`config.mk`:
```
export PLATFORM = sky130hd
export DESIGN_NAME = hash_delay_pipe
export DESIGN_NICKNAME = d
export VERILOG_FILES = /design/src/rtl/hash_delay_pipe.sv
export SDC_FILE = /design/constraint.sdc
export NUM_CORES = 1
export LEC_CHECK = 0
export BUFFER_PORTS_ARGS = -buffer_cell sky130_fd_sc_hd__buf_4
export CAP_MARGIN = 20
export CORE_AREA = 8 8 67 69
export CTS_BUF_LIST = sky130_fd_sc_hd__clkbuf_8
export CTS_CLUSTER_DIAMETER = 200
export DETAILED_ROUTE_END_ITERATION = 7
export DIE_AREA = 0 0 75 77
export PLACE_DENSITY = 0.92
export SKIP_LAST_GASP = 1
export SLEW_MARGIN = 40
export SYNTH_ARGS = -nofsm -noshare
export SYNTH_HDL_FRONTEND = slang
export SYNTH_SLANG_ARGS = --single-unit
```
`constraint.sdc`:
```
create_clock -name clk -period 2.7 [get_ports clk]
set_clock_uncertainty 0.1 [all_clocks]
set_input_delay 0.27 -clock clk [delete_from_list [all_inputs] [get_ports clk]]
set_output_delay 0.27 -clock clk [all_outputs]
set_load 0.01 [all_outputs]
```
`src/rtl/hash_delay_pipe.sv`:
```
// Elastic delay pipeline: DELAY valid-tagged stages with backpressure,
// bubble collapse, occupancy count and synchronous flush.
module hash_delay_pipe #(
    parameter int unsigned DATA_WIDTH = 10,
    parameter int unsigned DELAY      = 4,
    parameter int unsigned CNT_WIDTH  = $clog2(DELAY + 1)
) (
    input  logic                  clk,
    input  logic                  reset,
    input  logic                  flush,
    input  logic                  valid_i,
    output logic                  ready_o,
    input  logic [DATA_WIDTH-1:0] data_i,
    output logic                  valid_o,
    input  logic                  ready_i,
    output logic [DATA_WIDTH-1:0] data_o,
    output logic [CNT_WIDTH-1:0]  count_o
);

    logic [DELAY-1:0]                 v_q, v_d;
    logic [DELAY-1:0][DATA_WIDTH-1:0] d_q, d_d;
    logic [CNT_WIDTH-1:0]             cnt_q, cnt_d;
    logic [DELAY-1:0]                 rdy;
    logic                             full_run;
    logic                             in_fire, out_fire;

    // rdy[i] = ~v[i] | rdy[i+1] unrolled: a stage stalls only when it and every
    // stage downstream of it are occupied and the tail is blocked.
    always_comb begin
        rdy      = '0;
        full_run = 1'b1;
        for (int unsigned k = 0; k < DELAY; k++) begin
            full_run           = full_run & v_q[DELAY-1-k];
            rdy[DELAY-1-k]     = ready_i | ~full_run;
        end
    end

    assign ready_o  = rdy[0] & ~flush;
    assign valid_o  = v_q[DELAY-1] & ~flush;
    assign data_o   = d_q[DELAY-1];
    assign count_o  = cnt_q;
    assign in_fire  = valid_i & ready_o;
    assign out_fire = valid_o & ready_i;

    always_comb begin
        v_d   = v_q;
        d_d   = d_q;
        cnt_d = cnt_q;

        if (rdy[0]) begin
            v_d[0] = in_fire;
            if (in_fire) begin
                d_d[0] = data_i;
            end
        end

        for (int unsigned i = 1; i < DELAY; i++) begin
            if (rdy[i]) begin
                v_d[i] = v_q[i-1];
                if (v_q[i-1]) begin
                    d_d[i] = d_q[i-1];
                end
            end
        end

        case ({in_fire, out_fire})
            2'b10:   cnt_d = cnt_q + CNT_WIDTH'(1);
            2'b01:   cnt_d = cnt_q - CNT_WIDTH'(1);
            default: cnt_d = cnt_q;
        endcase

        if (flush) begin
            v_d   = '0;
            cnt_d = '0;
        end
    end

    always_ff @(posedge clk or negedge reset) begin
        if (!reset) begin
            v_q   <= '0;
            d_q   <= '0;
            cnt_q <= '0;
        end else begin
            v_q   <= v_d;
            d_q   <= d_d;
            cnt_q <= cnt_d;
        end
    end

endmodule

```
==> qor.yml <==
final_design_area_no_fill_mm2: 0.002308
worst-r2r-cell-count: 3
holdWs_ns: 0.09804
placementRows: 22
reg2reg_from: "v_q[3]"
startpoint_type: "register"
min_from: "data_i[7]"
vdd_drop_max_uv: 398.8
drtPass1Iterations: 4
leakagePower_nw: 1.090
slew_headroom_pct: 53.03
min_path_cells: 2
setup_viol: 0
finalMaxSlewViolations: 0
cts_tree: "done"
pin_count: 30
cts_setup_buffers: 0
synth_nets: 155
wl_per_cell_um: 15.93
dp_hpwl_um: 2433
grt_overflow: 0
initial_utilization_pct: 57.73
io_buffers: 29
r2r_end: "d_q[0]"
critPathArrivalTime_ns: 2.02
grt_util_all_layers_pct: 13.47
place_inst: 202
grt_max_degree: 48
die_area_mm2: 0.005775
final_cells: 211
fin_crit_ns: 1.933
layout.nets: 178
crit_buf_inv: 0
vias: 1122
layout-drive-gt1-share_pct: 49.69
fmax_mhz: 517.3
path_cells: "and3b_4 -> a311o_1 -> mux2_4"
outcome: "finished clean"
synthesis.instances: 139
drc_errors: 0
nFillCells: 251
fin_setup_tns_ns: 0
slowest_stage: "a311o_1"
drt_wl_total_um: 3362
mappedNetlistArea_mm2: 0.002018
yosysSeqAreaShare_pct: 58.28
htree_levels: 2
grt_pass1_vias: 1182
die_h_um: 77
hold_viol_final: 0
place_area_mm2: 0.002198
clock_latency_ns: 0.30
rrSetupSlack_ns: 0.77
holdCritPathClass: "in -> reg"
cp_max_fo: 10
cts_made_buffers: 5
via_per_inst: 5.318
place.gp.congestion: 0.7973
cts_buffer_depth: 2
die_w_um: 75
multi_input_area_um2: 729.5
rsz0062_at_grt: "no"
cp-end-kind: "register"
crit_family: "compound AO/OA/AOI/OAI gates"
antenna_found_initial: 0
seqCellArea_mm2: 0.001176
clkSinkCount: 47
yosysWarnings: 0
power_mw: 1.871
antenna_left: 0
path_class: "reg -> reg"
drt_iter0_drc: 55
cp.required_ns: 2.79
fin_crit_sh_pct: 71.59
postSynthAreaPerCell_um2: 14.52
hold_end: "d_q[7]"
cap_violations: 0
powerDensity_mw_per_mm2: 810.5
root_buffer: "clkbuf_8"
path_clk_slew_ns: 0.08
max_slew.worst_pin.slew_ns: 0.7046
grt_pass1_wl_um: 5740
syn2layout_area_growth_pct: 14.38
synth.distinct_cells: 24
slowest_delay_ns: 0.63
diodes: 0
core_area_mm2: 0.003496
synth-seq-cells: 47
==> layer usage <==
| layer | global-route usage, % | up-vias | part of all wire (%) |
|---|---|---|---|
| met2 | 20.42 | 39 | 50 |
| met1 | 15.61 | 552 | 41 |
| met5 | 0 | - | 0 |
| met4 | 8.627 | 0 | 3.1 |
| li1 | - | 523 | - |
| met3 | 4.551 | 8 | 5.8 |
==> metrics by stage <==
step	worst slack, ns	util [%]
2_1_floorplan	0.9293	-
3_3_place_gp	0.7985	62.88
3_5_place_dp	0.7667	62.88
4_1_cts	0.7592	66.03
5_1_grt	0.6724	66.03
6_report	0.7670	66.03
==> worst reg2reg max path, delay by kind of cell (launching register included) <==
family / cells / cell delay, ns
AOI/OAI and AO/OA: 1 / 0.63
DFF: 1 / 0.48
muxes: 1 / 0.36
and+or+nand+nor: 1 / 0.25
==> cell usage in the layout, fill, tap and decap left out, types with 2 or more instances in the layout <==
cell,instances
mux2_2,32
nor2b_1,2
nor2_1,6
inv_1,5
buf_4,29
nand2b_1,2
clkbuf_8,7
a21boi_0,2
o21ai_2,2
nand3b_1,4
a21oi_1,4
mux2_4,10
dfrtp_1,47
==> state kept, by name (all words and copies together), names as in the netlist <==
name     count
count_o      3
data_o      10
d_q         30
v_q          4
==> power by group <==
group | internal, mW | switching [mW] | total (mW)
clock | 0.230 | 0.211 | 0.441
combinational | 0.274 | 0.156 | 0.430
sequential | 0.897 | 0.103 | 1.00
==> final cells by class <==
type                    instances  area share, %
flip-flops and latches         47          50.95
well taps                      48          2.602
repair buffers                 30          9.864
clock buffers                   7          4.173
multi-input cells              74          31.60
inverters                       4         0.6504
clock inverters                 1         0.1626
==> logic make-up (layout without fill, tap and decap cells) <==
family,after synthesis,in the layout,share of synthesized area (%)
AOI/OAI and AO/OA,11,11,3.844
and+or+nand+nor,19,19,5.517
DFF,47,47,58.28
buffers and inverters,18,42,5.579
muxes,43,43,25.79
adders and majority gates,1,1,0.9920
==> cells in the mapped netlist (all sizes together) <==
| master | n | area share [%] |
|---|---|---|
| and3b | 1 | 0.62 |
| nand4 | 1 | 0.31 |
| inv | 4 | 0.74 |
| mux2i | 1 | 0.50 |
| a21oi | 4 | 0.99 |
| mux2 | 42 | 25 |
| nor2 | 6 | 1.1 |
| a21boi | 2 | 0.74 |
| fa | 1 | 0.99 |
| o21ai | 2 | 0.87 |
| nand3b | 4 | 1.5 |
| nand2 | 1 | 0.19 |
| nor2b | 2 | 0.62 |
| dfrtp | 47 | 58 |
| clkbuf | 3 | 0.56 |
| nand3 | 1 | 0.25 |
| and3 | 1 | 0.31 |
| nand2b | 2 | 0.62 |
| buf | 11 | 4.3 |
| o221ai | 1 | 0.43 |
| a311o | 1 | 0.50 |
| a31oi | 1 | 0.31 |
==> what timing repair did <==
action                                 in CTS  in global routing
hold buffers                                1                  0
endpoints found under the hold margin      47                  0
resized for setup                           0                  0
==> worst max-delay path by stage <==
stage / from / to / cells after the start
after floorplan: flush / count_o[2] / 5
after global placement: ready_i / d_q[3] / 4
after detailed placement: ready_i / d_q[2] / 4
after CTS: v_q[3] / d_q[2] / 3
after global routing: v_q[3] / count_o[2] / 6
final: v_q[3] / d_q[0] / 3
No activity file was read; power rests on OpenSTA's default activity.
